File: config.mk
export PLATFORM = sky130hd
export DESIGN_NAME = ahb2apb_bridge
export DESIGN_NICKNAME = d
export VERILOG_FILES = /design/src/rtl/ahb2apb_bridge.sv
export SDC_FILE = /design/constraint.sdc
export NUM_CORES = 1
export LEC_CHECK = 0
export CORE_ASPECT_RATIO = 1.1
export CORE_UTILIZATION = 35
export CTS_BUF_LIST = sky130_fd_sc_hd__clkbuf_2 sky130_fd_sc_hd__clkbuf_4 sky130_fd_sc_hd__clkbuf_8
export DETAILED_ROUTE_END_ITERATION = 6
export GPL_TIMING_DRIVEN = 0
export PLACE_DENSITY = 0.81
export SLEW_MARGIN = 10
export SYNTH_ARGS = -nofsm -noshare
export SYNTH_HDL_FRONTEND = slang
export SYNTH_SLANG_ARGS = --single-unit
export TNS_END_PERCENT = 1
File: constraint.sdc
create_clock -name clk -period 2.2 [get_ports clk]
set_input_delay 0.44 -clock clk [delete_from_list [all_inputs] [get_ports clk]]
set_output_delay 0.44 -clock clk [all_outputs]
set_load 0.02 [all_outputs]
File: src/rtl/ahb2apb_bridge.sv
// ahb2apb_bridge: AHB-Lite slave to APB master bridge.
// Converts single AHB transfers into two-phase APB transfers (SETUP, ENABLE).
// Each slave owns a 4 KB window selected by a 4-bit index in haddr. Unmapped
// indices get the two-cycle AHB ERROR response.
//
// Handshake: an AHB address phase is taken when hsel & hready & htrans[1]
// while the bridge is able to start a transfer (IDLE, ENABLE or ERR2). The
// data phase completes on the cycle the bridge drives hreadyout=1. The APB
// side follows the standard SETUP (psel=1, penable=0) then ENABLE
// (psel=1, penable=1) sequence with zero APB wait states.
//
// dbg_state exposes the FSM state: 0=IDLE 1=SETUP 2=ENABLE 3=ERR1 4=ERR2.
module ahb2apb_bridge #(
    parameter int NSLV    = 8,
    parameter int SLV_LSB = 12
) (
    input  logic            clk,
    input  logic            rst_n,
    // AHB-Lite slave side
    input  logic            hsel,
    input  logic [31:0]     haddr,
    input  logic [1:0]      htrans,
    input  logic            hwrite,
    input  logic [2:0]      hsize,
    input  logic [31:0]     hwdata,
    input  logic            hready,
    output logic            hreadyout,
    output logic            hresp,
    output logic [31:0]     hrdata,
    // APB master side
    output logic [31:0]     paddr,
    output logic [NSLV-1:0] psel,
    output logic            penable,
    output logic            pwrite,
    output logic [31:0]     pwdata,
    input  logic [31:0]     prdata,
    // FSM state for observation
    output logic [2:0]      dbg_state
);

    typedef enum logic [2:0] {
        S_IDLE   = 3'd0,
        S_SETUP  = 3'd1,
        S_ENABLE = 3'd2,
        S_ERR1   = 3'd3,
        S_ERR2   = 3'd4
    } state_e;

    state_e      state_q, state_d;
    logic [31:0] paddr_q, paddr_d;
    logic        pwrite_q, pwrite_d;
    logic [3:0]  idx_q, idx_d;
    logic [31:0] pwdata_q, pwdata_d;

    logic        accept;
    logic [3:0]  idx_in;
    logic        mapped_in;
    logic        take_addr;
    logic        sel_active;

    // Every access is a 32-bit word, so the transfer size carries no information.
    logic        unused_hsize;
    assign unused_hsize = ^hsize;

    assign accept    = hsel & hready & htrans[1];
    assign idx_in    = haddr[SLV_LSB+3:SLV_LSB];
    assign mapped_in = (32'(idx_in) < 32'(NSLV));

    // State and APB-side registers; reset aborts any transfer in flight.
    always_ff @(posedge clk or negedge rst_n) begin
        if (!rst_n) begin
            state_q  <= S_IDLE;
            paddr_q  <= '0;
            pwrite_q <= 1'b0;
            idx_q    <= '0;
            pwdata_q <= '0;
        end else begin
            state_q  <= state_d;
            paddr_q  <= paddr_d;
            pwrite_q <= pwrite_d;
            idx_q    <= idx_d;
            pwdata_q <= pwdata_d;
        end
    end

    // Next-state logic and AHB response outputs.
    always_comb begin
        state_d    = state_q;
        paddr_d    = paddr_q;
        pwrite_d   = pwrite_q;
        idx_d      = idx_q;
        pwdata_d   = pwdata_q;
        hreadyout  = 1'b1;
        hresp      = 1'b0;
        penable    = 1'b0;
        sel_active = 1'b0;
        take_addr  = 1'b0;

        unique case (state_q)
            S_IDLE: begin
                take_addr = 1'b1;
            end
            S_SETUP: begin
                hreadyout  = 1'b0;
                sel_active = 1'b1;
                // hwdata is valid during this data-phase cycle; hold it for ENABLE.
                pwdata_d   = hwdata;
                state_d    = S_ENABLE;
            end
            S_ENABLE: begin
                sel_active = 1'b1;
                penable    = 1'b1;
                take_addr  = 1'b1;
            end
            S_ERR1: begin
                hreadyout = 1'b0;
                hresp     = 1'b1;
                state_d   = S_ERR2;
            end
            S_ERR2: begin
                hresp     = 1'b1;
                take_addr = 1'b1;
            end
            default: begin
                state_d = S_IDLE;
            end
        endcase

        // States that end a data phase can take the next address phase directly.
        if (take_addr) begin
            state_d = S_IDLE;
            if (accept) begin
                if (mapped_in) begin
                    // APB address/direction only move for transfers that reach
                    // the APB bus, so error responses leave them untouched.
                    state_d  = S_SETUP;
                    paddr_d  = haddr;
                    pwrite_d = hwrite;
                    idx_d    = idx_in;
                end else begin
                    state_d = S_ERR1;
                end
            end
        end
    end

    // One-hot slave select, asserted for the whole SETUP/ENABLE pair.
    always_comb begin
        psel = '0;
        for (int i = 0; i < NSLV; i++) begin
            if (sel_active && (idx_q == 4'(i))) begin
                psel[i] = 1'b1;
            end
        end
    end

    // Write data passes straight through in SETUP, then comes from the register.
    always_comb begin
        pwdata = (state_q == S_SETUP) ? hwdata : pwdata_q;
    end

    // Read data is only forwarded during a read ENABLE cycle.
    always_comb begin
        hrdata = '0;
        if ((state_q == S_ENABLE) && !pwrite_q) begin
            hrdata = prdata;
        end
    end

    assign paddr     = paddr_q;
    assign pwrite    = pwrite_q;
    assign dbg_state = state_q;

endmodule

==> results of run 1 <==
==> cells in the mapped netlist, types with 2 or more instances <==
master    count  area share
buf_2         5      0.0085
nor2_1        9       0.011
buf_6         3       0.011
nor3_1        2      0.0034
clkbuf_1      3      0.0038
mux2_4       29        0.15
and2_1       33       0.070
mux2_2       35        0.13
nand2b_1      3      0.0063
dfrtp_1      68        0.58
a21o_1        2      0.0051
==> flip-flops by register name, summed over array words and instances, names as in the netlist <==
register	count
pwdata_q	32
paddr	32
dbg_state	3
pwrite	1
==> cell families (layout without fill, tap and decap cells) <==
logic type / count (synthesis) / in the layout / share of synthesized area
compound gates: 4 / 4 / 0.00973
buf+inv: 12 / 253 / 0.0250
simple gates: 54 / 54 / 0.107
flops: 68 / 68 / 0.575
xor+xnor: 1 / 1 / 0.00296
mux: 64 / 64 / 0.280
==> final cells by class <==
cell class                      count  area, um^2  share of cell area
Buffer                             11         124              0.0215
Clock buffer                        9         124              0.0215
Clock inverter                      6        41.3             0.00718
Inverter                            1        3.75            0.000653
Multi-Input combinational cell    123        1350               0.235
Sequential cell                    68        1700               0.296
Tap cell                          108         135              0.0235
Timing Repair Buffer              226        2260               0.394
==> worst paths after layout <==
| check | cells past startpoint | slack, ns | startpoint | end |
|---|---|---|---|---|
| setup / recovery | 6 | -0.04 | dbg_state[2] | pwdata[8] |
| hold / removal | 1 | 0.02 | rst_n | paddr[19] |
| setup reg to reg | 5 | 0.45 | dbg_state[0] | paddr[9] |
| hold reg to reg | 1 | 0.51 | pwdata_q[24] | pwdata_q[24] |
| max in group asynchronous | 2 | 1.63 | rst_n | pwdata_q[1] |
| min in group clk | 1 | 0.51 | pwdata_q[24] | pwdata_q[24] |
==> report_power, final <==
part	leakage [uW]	switching, uW	internal [uW]
Sequential	0.000817	141	1530
Clock	0.0000775	479	402
Combinational	0.00181	808	1120
Total	0.00270	1430	3050
==> timing repair <==
item	4_1_cts	5_1_grt
pin swaps	1	14
setup endpoints to repair	73	73
hold buffers	0	0
resized for setup	285	195
buffers inserted	8	3
cloned	2	0
==> worst max-delay path, cell delays in order (launching register included) <==
cell,delay [ns]
dfrtp_2,0.45
nand2b_4,0.17
nor2_4,0.13
buf_6,0.14
buf_4,0.11
mux2_2,0.34
buf_6,0.14
==> per-stage QoR <==
stage,utilization,hold WS [ns]
2_1_floorplan,-,0.144
3_3_place_gp,0.649,0.480
3_5_place_dp,0.651,0.391
4_1_cts,0.661,0.0220
5_1_grt,0.715,0.0347
6_report,0.715,0.0214
==> per-layer routing <==
metal / part of all wire / global-route usage
met5: 0 / 0
met4: 0.017 / 0.0708
met3: 0.098 / 0.0670
met2: 0.54 / 0.389
met1: 0.35 / 0.192
==> results.py, run 1 <==
metrics = {
    "final_layout": {
        "layout_common_cells": "clkdlybuf4s50_1, dfrtp_1, buf_6, mux2_4, and2_4",
        "nNetsFinal": 546,
        "design_area_mm2": 0.00575,
        "fin_cells": 552,
        "final_common_cell": "clkdlybuf4s50_1",
        "n_fill_cell": 525,
        "syn_to_final_growth_pct": 94.3,
        "drive_above_1_share": 0.455,
        "n_antenna_cell": 0,
    },
    "global_routing": {
        "antenna_found_initial": 0,
        "grt_pass1_vias": 2658,
        "grt_usage": 0.202,
        "overflow": 0,
        "grt_max_degree": 42,
        "grt_pass1_wl_mm": 13.1,
    },
    "routing": {
        "vias_per_cell": 4.55,
        "ant_nets": 0,
        "dr_total_vias": 2511,
        "wl_per_cell_um": 16.7,
        "drt_iter0_drc": 25,
        "wl_mm": 9.24,
        "drc_errors": 0,
        "dr.pass1.iters": 4,
    },
    "cts": {
        "clockRootBuffer": "clkbuf_8",
        "clockBufferDepth": 2,
        "cts.sinks": 68,
        "cts-htree-levels": 3,
        "numCtsBuffers": 9,
        "clk_pin_slew_ns": 0.08,
        "clk_latency_ns": 0.33,
        "cts_tree": "yes",
    },
    "synthesis": {
        "seq_area_frac_synth": 0.575,
        "synth_cell_types": 22,
        "ys_seq_elements": 68,
        "synthFlopType": "dfrtp_1",
        "syn_nets": 309,
        "async_reset_ff_frac": 1.00,
        "synth_edf_count": 0,
        "synthCells": 203,
        "yosysWarnings": 0,
        "synth.avg_cell_area_um2": 14.6,
        "synth_area_mm2": 0.00296,
    },
    "timing": {
        "min_period_ns": 2.24,
        "setup_viol": 32,
        "fin_crit_sh": 1.02,
        "max_freq_mhz": 446,
        "rsz0062_at_grt": "true",
        "worst_slew_pin_slew_ns": 0.395,
        "slew_headroom": 0.737,
        "hold_viol": 0,
        "slew_violations": 0,
        "clock_skew_ns": 0.00924,
        "fin_tns_setup_ns": -0.884,
        "setup_ws_ns": -0.0407,
    },
    "die": {
        "core_area_mm2": 0.00804,
        "ios": 217,
        "initial_core_util": 0.368,
        "dieWidth_um": 89.7,
        "fp.dieH_um": 98.4,
        "rows": 34,
        "die_area_mm2": 0.00882,
    },
    "placement": {
        "place_congestion": 0.727,
        "io_buffer_count": 212,
        "dp_hpwl_mm": 6.72,
        "dp_cells": 524,
        "placed_area_mm2": 0.00524,
        "pre_cts_ws_ns": -0.423,
    },
    "worst_setup_path": {
        "worst-path-max-fanout": 4,
        "crit_arrival_ns": 1.80,
        "critical_path_class": "reg2out",
        "end_kind": "output port",
        "crit_required_ns": 1.76,
        "startpoint_type": "register",
    },
    "status": {
        "failed_checks": "negative setup slack",
        "outcome": "finished with violations",
    },
    "pwr": {
        "finalPower_uw": 4480,
        "pwr_density_cell_mw_per_mm2": 779,
        "ir_worst_vdd_v": 0.000646,
        "p_leak_uw": 0.00270,
    },
    "job": {
        "maxCapViolations": 0,
    },
    "min_path": {
        "hp-class": "in2async",
    },
}
No activity file was read; power rests on OpenSTA's default activity.
==> run 2, diff against run 1 <==
- CTS_CLUSTER_DIAMETER: unset -> 120
==> results of run 2 <==
No change in the layout: final DEF, timing and power equal those of run 1.
==> run 3, diff against run 2 <==
- CELL_PAD_IN_SITES_DETAIL_PLACEMENT: unset -> 1
- CELL_PAD_IN_SITES_GLOBAL_PLACEMENT: unset -> 1
- CORE_UTILIZATION: 35 -> 25
- CTS_BUF_LIST: sky130_fd_sc_hd__clkbuf_2 sky130_fd_sc_hd__clkbuf_4 sky130_fd_sc_hd__clkbuf_8 -> unset
- PLACE_DENSITY: 0.81 -> 0.79
- RECOVER_POWER: unset -> 100
==> run 3 against run 2 <==
Effect of this change: the flow still finishes with violations (negative setup slack); final cell count rose by 6.2%; maximum frequency shrank 0.14%; worst hold slack improved by 0.46 ns; flip-flop and latch count unchanged; final area is 4.1% lower; setup slack lost 0.0031 ns; core utilization decreased by 24 points; non-clock buffer count decreased by 9; critical path depth is 1 lower; clock power is 82% higher; sequential share of layout area is 1.3 points higher; highest routed layer unchanged.
==> results.py, run 3 (synthesis results as in run 1) <==
metrics = {
    "status": {
        "outcome": "finished with violations",
        "failed_checks": "negative setup slack",
    },
    "global_routing": {
        "overflow": 0,
        "grt_max_degree": 55,
        "grt_pass1_vias": 2781,
        "antenna_found_initial": 0,
        "grt_usage": 0.160,
        "grt_pass1_wl_mm": 14.8,
    },
    "die": {
        "dieWidth_um": 106,
        "rows": 41,
        "fp.dieH_um": 116,
        "die_area_mm2": 0.0123,
        "core_area_mm2": 0.0115,
        "ios": 217,
        "initial_core_util": 0.257,
    },
    "worst_setup_path": {
        "crit_required_ns": 1.76,
        "startpoint_type": "register",
        "crit_chain": "nand2b_4 -> nor2_4 -> buf_6 -> mux2_1 -> buf_2",
        "end_kind": "output port",
        "worst-path-max-fanout": 10,
        "r2r_slack_ns": 0.29,
        "cpPeakStageDelay_ns": 0.42,
        "path_delay_family": "flip-flops",
        "critical_path_class": "reg2out",
        "crit_arrival_ns": 1.80,
        "cp.buffers_inverters": 2,
        "critical_path.slowest_cell": "dfrtp_2",
    },
    "routing": {
        "wl_mm": 9.50,
        "dr.pass1.iters": 4,
        "drt_iter0_drc": 72,
        "drc_errors": 0,
        "ant_nets": 0,
        "dr_total_vias": 2514,
        "wl_per_cell_um": 16.2,
        "vias_per_cell": 4.29,
    },
    "placement": {
        "place_congestion": 0.679,
        "io_buffer_count": 212,
        "dp_cells": 566,
        "dp_hpwl_mm": 7.41,
    },
    "final_layout": {
        "nNetsFinal": 537,
        "layout_common_cells": "clkdlybuf4s50_1, dfrtp_1, dlygate4sd3_1, mux2_1, buf_6",
        "syn_to_final_growth_pct": 86.4,
        "n_fill_cell": 1224,
        "final_common_cell": "clkdlybuf4s50_1",
        "fin_cells": 586,
        "drive_above_1_share": 0.342,
        "n_antenna_cell": 0,
    },
    "job": {
        "maxCapViolations": 0,
    },
    "cts": {
        "cts.sinks": 68,
        "clockBufferDepth": 2,
        "cts_tree": "yes",
        "clockRootBuffer": "clkbuf_16",
        "cts-htree-levels": 3,
        "numCtsBuffers": 9,
        "clk_latency_ns": 0.33,
        "clk_pin_slew_ns": 0.06,
    },
    "timing": {
        "max_freq_mhz": 446,
        "clock_skew_ns": 0.00636,
        "slew_violations": 0,
        "whs_ns": 0.484,
        "setup_viol": 36,
        "worst_slew_pin_slew_ns": 0.825,
        "min_period_ns": 2.24,
        "setup_ws_ns": -0.0438,
        "fin_crit_sh": 1.02,
        "rsz0062_at_grt": "true",
        "slew_headroom": 0.450,
        "hold_viol": 0,
    },
    "pwr": {
        "p_seq_frac": 0.345,
        "internal-power_uw": 3380,
        "pwr_density_cell_mw_per_mm2": 868,
        "finalPower_uw": 4780,
        "switching_power_uw": 1410,
        "p_leak_uw": 0.00248,
        "pwr-share-comb": 0.320,
        "netSwitchingFraction": 0.294,
        "ir_worst_vdd_v": 0.000450,
        "clockPowerShare": 0.335,
    },
    "min_path": {
        "hp-class": "reg2reg",
    },
}
## run 3: changes by cell type in the layout (fill, tap and decap cells not counted), sizes merged
cell,previous run,this run
dlygate4sd3,0,36
buf,88,71
inv,2,1
bufinv,0,2
clkdlybuf4s15,0,4
clkbuf,19,26
clkinvlp,3,0
clkdlybuf4s50,138,102
## run 3: layer usage
layer,vias up,global-route usage,wire length (um)
li1,1139,-,-
met1,1218,0.163,3290
met2,144,0.291,5020
met3,13,0.0675,1030
met4,0,0.0620,170
met5,-,0,0
## run 3: power by group through the flow
stage,sequential (uW),combinational (uW),clock [uW]
finish,1650,1530,1600
global route,1690,1630,1710
CTS,1670,1710,1640
detailed placement,1680,1770,0
global placement,1670,1740,0
floorplan,1830,677,0
## run 3: final timing paths
path                            depth (start not counted)    startpoint      endpoint
worst max-delay path                                    5  dbg_state[2]    pwdata[19]
min in group asynchronous                               2         rst_n     paddr[20]
worst min register to register                          1     paddr[29]     paddr[29]
worst max register to register                          5  dbg_state[0]     paddr[27]
worst min-delay path                                    1     paddr[29]     paddr[29]
max in group asynchronous                               3         rst_n  dbg_state[2]
## run 3: area by class of cell
class | count | area [um^2] | area share
Buffer | 9 | 78.8 | 0.0143
Clock buffer | 12 | 267 | 0.0483
Clock inverter | 4 | 70.1 | 0.0127
Inverter | 1 | 3.75 | 0.000681
Multi-Input combinational cell | 123 | 1140 | 0.206
Sequential cell | 68 | 1700 | 0.309
Tap cell | 150 | 188 | 0.0340
Timing Repair Buffer | 219 | 2060 | 0.374
## run 3: per-stage QoR
| step | area (um^2) | util | setup WS [ns] | setup TNS (ns) |
|---|---|---|---|---|
| after floorplan | 2960 | - | 0.0710 | 0 |
| after global placement | 5270 | 0.459 | -1.62 | -132.30 |
| after detailed placement | 5300 | 0.461 | -0.499 | -25.52 |
| after CTS | 5700 | 0.496 | -0.193 | -4.21 |
| after global routing | 5510 | 0.480 | -0.128 | -9.68 |
| final | 5510 | 0.480 | -0.0438 | -0.839 |
## run 3: repair_timing
item	4_1_cts	5_1_grt
resized for setup	379	14
hold endpoints to repair	14	0
setup buffers	5	0
setup endpoints to repair	74	71
pin swaps	9	1
hold buffers	1	0
